### config.mk
export PLATFORM = sky130hd
export DESIGN_NAME = axi_sub_wr_flat
export DESIGN_NICKNAME = d
export VERILOG_FILES = /design/src/rtl/axi_if.sv /design/src/rtl/axi_sub_wr.sv /design/src/flat_wrapper.sv
export SDC_FILE = /design/constraint.sdc
export NUM_CORES = 1
export LEC_CHECK = 0
export ABC_CLOCK_PERIOD_IN_PS = 3500
export BUFFER_PORTS_ARGS = -buffer_cell sky130_fd_sc_hd__buf_2
export CORE_AREA = 10 10 115 195
export CTS_CLUSTER_SIZE = 28
export DETAILED_ROUTE_END_ITERATION = 8
export DIE_AREA = 0 0 125 205
export PLACE_DENSITY_LB_ADDON = 0.15
export SLEW_MARGIN = 20
export SYNTH_ARGS = -nofsm -noshare
export SYNTH_HDL_FRONTEND = slang
export SYNTH_SLANG_ARGS = --single-unit
### constraint.sdc
create_clock -name clk -period 3.5 [get_ports clk]
set_input_delay 0 -clock clk [delete_from_list [all_inputs] [get_ports clk]]
set_output_delay 0 -clock clk [all_outputs]
set_load 0.02 [all_outputs]
### src/rtl/axi_if.sv
// rtl/axi_if.sv - AXI4 write-channel (AW/W/B) bundle with manager and subordinate views
interface axi_if #(
    parameter int AW = 32,
    parameter int DW = 32,
    parameter int IW = 8,
    parameter int UW = 32
);
    logic [IW-1:0]   awid;
    logic [AW-1:0]   awaddr;
    logic [7:0]      awlen;
    logic [2:0]      awsize;
    logic [1:0]      awburst;
    logic            awlock;
    logic [UW-1:0]   awuser;
    logic            awvalid;
    logic            awready;

    logic [DW-1:0]   wdata;
    logic [DW/8-1:0] wstrb;
    logic            wlast;
    logic            wvalid;
    logic            wready;

    logic [IW-1:0]   bid;
    logic [1:0]      bresp;
    logic [UW-1:0]   buser;
    logic            bvalid;
    logic            bready;

    modport w_sub (
        input  awid, awaddr, awlen, awsize, awburst, awlock, awuser, awvalid,
        output awready,
        input  wdata, wstrb, wlast, wvalid,
        output wready,
        output bid, bresp, buser, bvalid,
        input  bready
    );

    modport w_mgr (
        output awid, awaddr, awlen, awsize, awburst, awlock, awuser, awvalid,
        input  awready,
        output wdata, wstrb, wlast, wvalid,
        input  wready,
        input  bid, bresp, buser, bvalid,
        output bready
    );
endinterface

### src/rtl/axi_sub_wr.sv
// rtl/axi_sub_wr.sv - AXI4 write subordinate driving a simple dv/addr/wdata/wstrb component port
module axi_sub_wr #(
    parameter int AW = 32,
    parameter int DW = 32,
    parameter int IW = 8,
    parameter int UW = 32
) (
    input  logic            clk,
    input  logic            rst_n,
    axi_if.w_sub            s_axi_w_if,
    output logic            dv,
    output logic [AW-1:0]   addr,
    output logic [DW-1:0]   wdata,
    output logic [DW/8-1:0] wstrb,
    output logic [UW-1:0]   user,
    output logic [IW-1:0]   id,
    output logic            last,
    input  logic            hld,
    input  logic            err
);
    localparam int         MAX_SIZE = $clog2(DW/8);
    localparam logic [1:0] OKAY     = 2'b00;
    localparam logic [1:0] SLVERR   = 2'b10;

    typedef enum logic [1:0] {IDLE, DATA, RESP} state_t;

    state_t        state;
    logic          awready_r;
    logic          bvalid_r;
    logic [1:0]    bresp_r;
    logic [IW-1:0] bid_r;
    logic [AW-1:0] addr_r;
    logic [1:0]    burst_r;
    logic [2:0]    size_r;
    logic [7:0]    len_r;
    logic [UW-1:0] user_r;
    logic [IW-1:0] id_r;
    logic [7:0]    beat_cnt;
    logic          err_sticky;
    logic          illegal_r;

    logic          in_data;
    logic          is_last;
    logic          consume;
    logic          wlast_bad;
    logic          illegal_aw;
    logic [AW-1:0] size_bytes;
    logic [AW-1:0] wrap_mask;
    logic [AW-1:0] next_addr;

    // Lock is accepted for compatibility only; locked writes get a plain OKAY.
    logic unused_awlock;
    assign unused_awlock = s_axi_w_if.awlock;

    assign in_data   = (state == DATA);
    assign is_last   = (beat_cnt == len_r);
    assign wlast_bad = (s_axi_w_if.wlast != is_last);

    // Illegal bursts are drained at full rate and never reach the component.
    assign s_axi_w_if.wready = in_data && (illegal_r || !hld);
    assign consume           = in_data && s_axi_w_if.wvalid && s_axi_w_if.wready;

    assign dv    = in_data && !illegal_r && s_axi_w_if.wvalid;
    assign addr  = addr_r;
    assign wdata = s_axi_w_if.wdata;
    assign wstrb = s_axi_w_if.wstrb;
    assign user  = user_r;
    assign id    = id_r;
    assign last  = in_data && is_last;

    assign s_axi_w_if.awready = awready_r;
    assign s_axi_w_if.bvalid  = bvalid_r;
    assign s_axi_w_if.bresp   = bresp_r;
    assign s_axi_w_if.bid     = bid_r;
    assign s_axi_w_if.buser   = '0;

    assign illegal_aw = (s_axi_w_if.awburst == 2'b11) ||
                        ((s_axi_w_if.awburst == 2'b10) &&
                         !((s_axi_w_if.awlen == 8'd1) || (s_axi_w_if.awlen == 8'd3) ||
                           (s_axi_w_if.awlen == 8'd7) || (s_axi_w_if.awlen == 8'd15))) ||
                        (int'(s_axi_w_if.awsize) > MAX_SIZE);

    always_comb begin
        size_bytes = AW'(1) << size_r;
        wrap_mask  = ((AW'(len_r) + AW'(1)) << size_r) - AW'(1);
        next_addr  = addr_r;
        case (burst_r)
            2'b00:   next_addr = addr_r;
            2'b10:   next_addr = (addr_r & ~wrap_mask) | ((addr_r + size_bytes) & wrap_mask);
            default: next_addr = (addr_r & ~(size_bytes - AW'(1))) + size_bytes;
        endcase
    end

    always_ff @(posedge clk or negedge rst_n) begin
        if (!rst_n) begin
            state      <= IDLE;
            awready_r  <= 1'b0;
            bvalid_r   <= 1'b0;
            bresp_r    <= OKAY;
            bid_r      <= '0;
            addr_r     <= '0;
            burst_r    <= '0;
            size_r     <= '0;
            len_r      <= '0;
            user_r     <= '0;
            id_r       <= '0;
            beat_cnt   <= '0;
            err_sticky <= 1'b0;
            illegal_r  <= 1'b0;
        end else begin
            case (state)
                IDLE: begin
                    awready_r <= 1'b1;
                    if (s_axi_w_if.awvalid && awready_r) begin
                        awready_r  <= 1'b0;
                        addr_r     <= s_axi_w_if.awaddr;
                        burst_r    <= s_axi_w_if.awburst;
                        size_r     <= s_axi_w_if.awsize;
                        len_r      <= s_axi_w_if.awlen;
                        user_r     <= s_axi_w_if.awuser;
                        id_r       <= s_axi_w_if.awid;
                        beat_cnt   <= '0;
                        err_sticky <= 1'b0;
                        illegal_r  <= illegal_aw;
                        state      <= DATA;
                    end
                end
                DATA: begin
                    if (consume) begin
                        beat_cnt   <= beat_cnt + 8'd1;
                        addr_r     <= next_addr;
                        err_sticky <= err_sticky | err | wlast_bad;
                        // Burst length is governed by awlen; wlast only feeds the error flag.
                        if (is_last) begin
                            state    <= RESP;
                            bvalid_r <= 1'b1;
                            bid_r    <= id_r;
                            bresp_r  <= (err_sticky || err || wlast_bad || illegal_r) ? SLVERR : OKAY;
                        end
                    end
                end
                RESP: begin
                    if (s_axi_w_if.bready) begin
                        bvalid_r <= 1'b0;
                        state    <= IDLE;
                    end
                end
                default: state <= IDLE;
            endcase
        end
    end
endmodule
### src/flat_wrapper.sv
// flat-port wrapper written by rule: the top's interface ports become plain ports
module axi_sub_wr_flat 
#(
    parameter int AW = 32,
    parameter int DW = 32,
    parameter int IW = 8,
    parameter int UW = 32
)
  (clk, rst_n, dv, addr, wdata, wstrb, user, id, last, hld, err, s_axi_w_if_awid, s_axi_w_if_awaddr, s_axi_w_if_awlen, s_axi_w_if_awsize, s_axi_w_if_awburst, s_axi_w_if_awlock, s_axi_w_if_awuser, s_axi_w_if_awvalid, s_axi_w_if_awready, s_axi_w_if_wdata, s_axi_w_if_wstrb, s_axi_w_if_wlast, s_axi_w_if_wvalid, s_axi_w_if_wready, s_axi_w_if_bid, s_axi_w_if_bresp, s_axi_w_if_buser, s_axi_w_if_bvalid, s_axi_w_if_bready);
  axi_if #(.AW(AW), .DW(DW), .IW(IW), .UW(UW)) s_axi_w_if_i ();
  input  logic clk;
  input  logic rst_n;
  output logic dv;
  output logic [AW-1:0] addr;
  output logic [DW-1:0] wdata;
  output logic [DW/8-1:0] wstrb;
  output logic [UW-1:0] user;
  output logic [IW-1:0] id;
  output logic last;
  input  logic hld;
  input  logic err;
  input wire logic [$bits(s_axi_w_if_i.awid)-1:0] s_axi_w_if_awid;
  input wire logic [$bits(s_axi_w_if_i.awaddr)-1:0] s_axi_w_if_awaddr;
  input wire logic [$bits(s_axi_w_if_i.awlen)-1:0] s_axi_w_if_awlen;
  input wire logic [$bits(s_axi_w_if_i.awsize)-1:0] s_axi_w_if_awsize;
  input wire logic [$bits(s_axi_w_if_i.awburst)-1:0] s_axi_w_if_awburst;
  input wire logic [$bits(s_axi_w_if_i.awlock)-1:0] s_axi_w_if_awlock;
  input wire logic [$bits(s_axi_w_if_i.awuser)-1:0] s_axi_w_if_awuser;
  input wire logic [$bits(s_axi_w_if_i.awvalid)-1:0] s_axi_w_if_awvalid;
  output wire logic [$bits(s_axi_w_if_i.awready)-1:0] s_axi_w_if_awready;
  input wire logic [$bits(s_axi_w_if_i.wdata)-1:0] s_axi_w_if_wdata;
  input wire logic [$bits(s_axi_w_if_i.wstrb)-1:0] s_axi_w_if_wstrb;
  input wire logic [$bits(s_axi_w_if_i.wlast)-1:0] s_axi_w_if_wlast;
  input wire logic [$bits(s_axi_w_if_i.wvalid)-1:0] s_axi_w_if_wvalid;
  output wire logic [$bits(s_axi_w_if_i.wready)-1:0] s_axi_w_if_wready;
  output wire logic [$bits(s_axi_w_if_i.bid)-1:0] s_axi_w_if_bid;
  output wire logic [$bits(s_axi_w_if_i.bresp)-1:0] s_axi_w_if_bresp;
  output wire logic [$bits(s_axi_w_if_i.buser)-1:0] s_axi_w_if_buser;
  output wire logic [$bits(s_axi_w_if_i.bvalid)-1:0] s_axi_w_if_bvalid;
  input wire logic [$bits(s_axi_w_if_i.bready)-1:0] s_axi_w_if_bready;
  assign s_axi_w_if_i.awid = s_axi_w_if_awid;
  assign s_axi_w_if_i.awaddr = s_axi_w_if_awaddr;
  assign s_axi_w_if_i.awlen = s_axi_w_if_awlen;
  assign s_axi_w_if_i.awsize = s_axi_w_if_awsize;
  assign s_axi_w_if_i.awburst = s_axi_w_if_awburst;
  assign s_axi_w_if_i.awlock = s_axi_w_if_awlock;
  assign s_axi_w_if_i.awuser = s_axi_w_if_awuser;
  assign s_axi_w_if_i.awvalid = s_axi_w_if_awvalid;
  assign s_axi_w_if_awready = s_axi_w_if_i.awready;
  assign s_axi_w_if_i.wdata = s_axi_w_if_wdata;
  assign s_axi_w_if_i.wstrb = s_axi_w_if_wstrb;
  assign s_axi_w_if_i.wlast = s_axi_w_if_wlast;
  assign s_axi_w_if_i.wvalid = s_axi_w_if_wvalid;
  assign s_axi_w_if_wready = s_axi_w_if_i.wready;
  assign s_axi_w_if_bid = s_axi_w_if_i.bid;
  assign s_axi_w_if_bresp = s_axi_w_if_i.bresp;
  assign s_axi_w_if_buser = s_axi_w_if_i.buser;
  assign s_axi_w_if_bvalid = s_axi_w_if_i.bvalid;
  assign s_axi_w_if_i.bready = s_axi_w_if_bready;
  axi_sub_wr #(.AW(AW), .DW(DW), .IW(IW), .UW(UW)) u_core (.clk(clk), .rst_n(rst_n), .s_axi_w_if(s_axi_w_if_i), .dv(dv), .addr(addr), .wdata(wdata), .wstrb(wstrb), .user(user), .id(id), .last(last), .hld(hld), .err(err));
endmodule
==> impl_metrics.ini <==
[outcome]
status = finished, final reports clean

[cells_and_area]
nets = 1491
fill_cells = 1799
area_growth_pct = 28.1
postLayoutCoreUtil = 0.565
regArea_sq_um = 2710
final_layout_size_suffix_gt1_frac = 0.232
n_antenna_cell = 0
multi_input_area_sq_um = 5140

[critical_path]
crit_path_start = u_core.len_r[0]$_DFFE_PN0P_
crit_family = simple AND/OR/NAND/NOR gates
crit_fanout = 12
endpoint_kind = flop
path_cells = buf_6 > nand3_2 > o2111a_1 > nor4_2 > or4b_4 > o22a_2 > nor4_4 > buf_4 > nand2_2 > a21o_1 > a211oi_1 > o21ai_1
crit_arrival_ns = 3.62
crit_type = reg -> reg
cp_slowest_cell = or4b_4
critPathBufInv = 2
r2r-start = u_core.len_r[0]$_DFFE_PN0P_
cp.required_ns = 3.75
cpPeakStageDelay_ns = 0.51
start_kind = flop

[cts]
clock_sinks = 108
cts_htree_levels = 3
cts.path.max_buffers = 2
clock_latency_ns = 0.37
cts-root-buf = clkbuf_16
cts_buffers = 9
cts.clk_slew.worst_paths_ns = 0.08
cts_tree = yes

[synthesis]
synth_seq_cells = 108
avgSynthCellArea_sq_um = 7.68
yosys-top-cells-area = dfrtp_1 (32%), nand2_1 (11%), buf_4 (6.1%)
yosysMostFrequentCell = nand2_1
synth_cells = 1097
yosysTopAreaCellShare = 0.321
yosys.area.top_type = dfrtp_1
synth_top_flop_cell = dfrtp_1
synth_edf_count = 0
yosys_warnings = 0
async_flop_share = 1.00
synth_common_cells = nand2_1 (251), dfrtp_1 (108), nor2_1 (84)
syn-cell-area_sq_um = 8430
yosysSeqAreaShare = 0.321
ys_types = 82

[pwr]
power_leakage_nw = 5.09
powerDensity_nw_per_um2 = 927
vdd_ir_drop_max_v = 0.000431
finalPower_mw = 10.0

[route]
avgRoutedWirePerCell_um = 18.4
ant_nets = 0
drt_wl_total_um = 29200
routed_via_density = 5.50
vias = 8737
drcViolationCount = 0
drtIter0Drc = 567
first_pass_iters = 5

[floorplanning]
dieHeight_um = 205
ioPinCount = 285
coreArea_sq_um = 19100
die_area_sq_um = 25600
die_w_um = 125
rows = 67
start_util = 0.441

[global_route]
antenna_found_initial = 0
grt_max_degree = 62
grt-ovfl-total = 0
grt_pass1_vias = 9125
track_usage = 0.220
grt_pass1_wl_um = 46600

[timing]
fin_crit_ns = 3.37
report.final.slew_viol_count = 0
min_period_over_period = 0.964
relSlewSlack = 0.441
finalHoldViolCount = 0
max_freq_mhz = 297
rsz0062_at_grt = false
setup_viol = 0
fin_skew_ns = 0.0114
finalSetupTns_ns = 0
tightest_slew_ns = 0.838

[hold_path]
min_path_type = in -> out
min_from = s_axi_w_if_wdata[5]

[placement]
portBuffers = 178
place_hpwl_um = 22100
place_congestion = 0.975

[job]
cap_violations = 0
cell usage in the layout, fill, tap and decap left out, types with 16 or more instances in the layout:
master,n
ha_1,17
buf_2,177
o21ai_0,52
inv_1,23
nor2_1,83
nor3_1,21
dfrtp_1,105
nand3_1,24
nand2_1,250
dlygate4sd3_1,83
a21oi_1,48
xor2_1,34
and3_1,16
conb_1,33
xnor2_1,34
buf_4,63
layer usage:
| metal | vias to the layer above | global-route usage | share of wire |
|---|---|---|---|
| met5 | - | 0 | 0 |
| met4 | 0 | 0.122 | 0.046 |
| met3 | 85 | 0.0507 | 0.058 |
| met2 | 309 | 0.412 | 0.53 |
| met1 | 4126 | 0.217 | 0.36 |
| li1 | 4217 | - | - |
through the flow:
stage	area, sq um	cells	hold slack (ns)	worst slack (ns)
after floorplan	8560	1129	-0.296	0.0244
after global placement	9540	1488	0.000137	0.126
after detailed placement	9540	1488	0.000137	0.0634
after CTS	10700	1587	0.000137	0.0428
after global routing	10800	1588	0.0000294	0.0138
final	10800	1588	0.00000777	0.127
worst reg2reg max path: stages, from the launching register on:
cell      delay [ns]
dfrtp_1         0.40
buf_6           0.18
nand3_2         0.09
o2111a_1        0.26
nor4_2          0.32
or4b_4          0.51
o22a_2          0.32
nor4_4          0.28
buf_4           0.19
nand2_2         0.11
a21o_1          0.27
a211oi_1        0.24
o21ai_1         0.10
cells by family (layout without fill, tap and decap cells):
| logic type | count (synthesis) | in the layout | synth area share |
|---|---|---|---|
| simple gates | 493 | 493 | 0.268 |
| mux | 16 | 16 | 0.0203 |
| xor+xnor | 69 | 69 | 0.0717 |
| buf+inv | 149 | 367 | 0.0986 |
| other cells | 1 | 33 | 0.000445 |
| flops | 108 | 108 | 0.321 |
| fa+ha+maj | 19 | 19 | 0.0291 |
| compound gates | 242 | 242 | 0.191 |
worst paths after layout:
kind	to	slack (ns)	cells past startpoint
max	flop	0.13	12
min	wdata[5]	0.000008	0
max in group asynchronous	u_core.beat_cnt[1]$_DFFE_PN0P_	2.47	3
min in group asynchronous	asynchronous set/reset pin	0.24	2
max reg2reg	flop	0.13	12
min reg2reg	u_core.s_axi_w_if.bvalid$_DFFE_PN0P_	0.47	1
area by class of cell:
class | instances | area share
repair buffers | 327 | 0.209
multi-input cells | 872 | 0.476
clock inverters | 6 | 0.00580
well taps | 241 | 0.0279
flip-flops and latches | 108 | 0.251
inverters | 24 | 0.00835
clock buffers | 10 | 0.0221
power breakdown:
group	internal [mW]	switching (mW)	total, mW
Sequential	1.81	0.658	2.46
Combinational	2.52	3.97	6.48
Clock	0.524	0.537	1.06
Total	4.85	5.16	10.0
what timing repair did:
item | 4_1_cts | 5_1_grt
hold buffers | 83 | 0
buffers inserted | 0 | 1
hold endpoints to repair | 144 | 0
resized for setup | 0 | 28
endpoints found under the setup margin | 0 | 25
No activity file was read; power rests on OpenSTA's default activity.
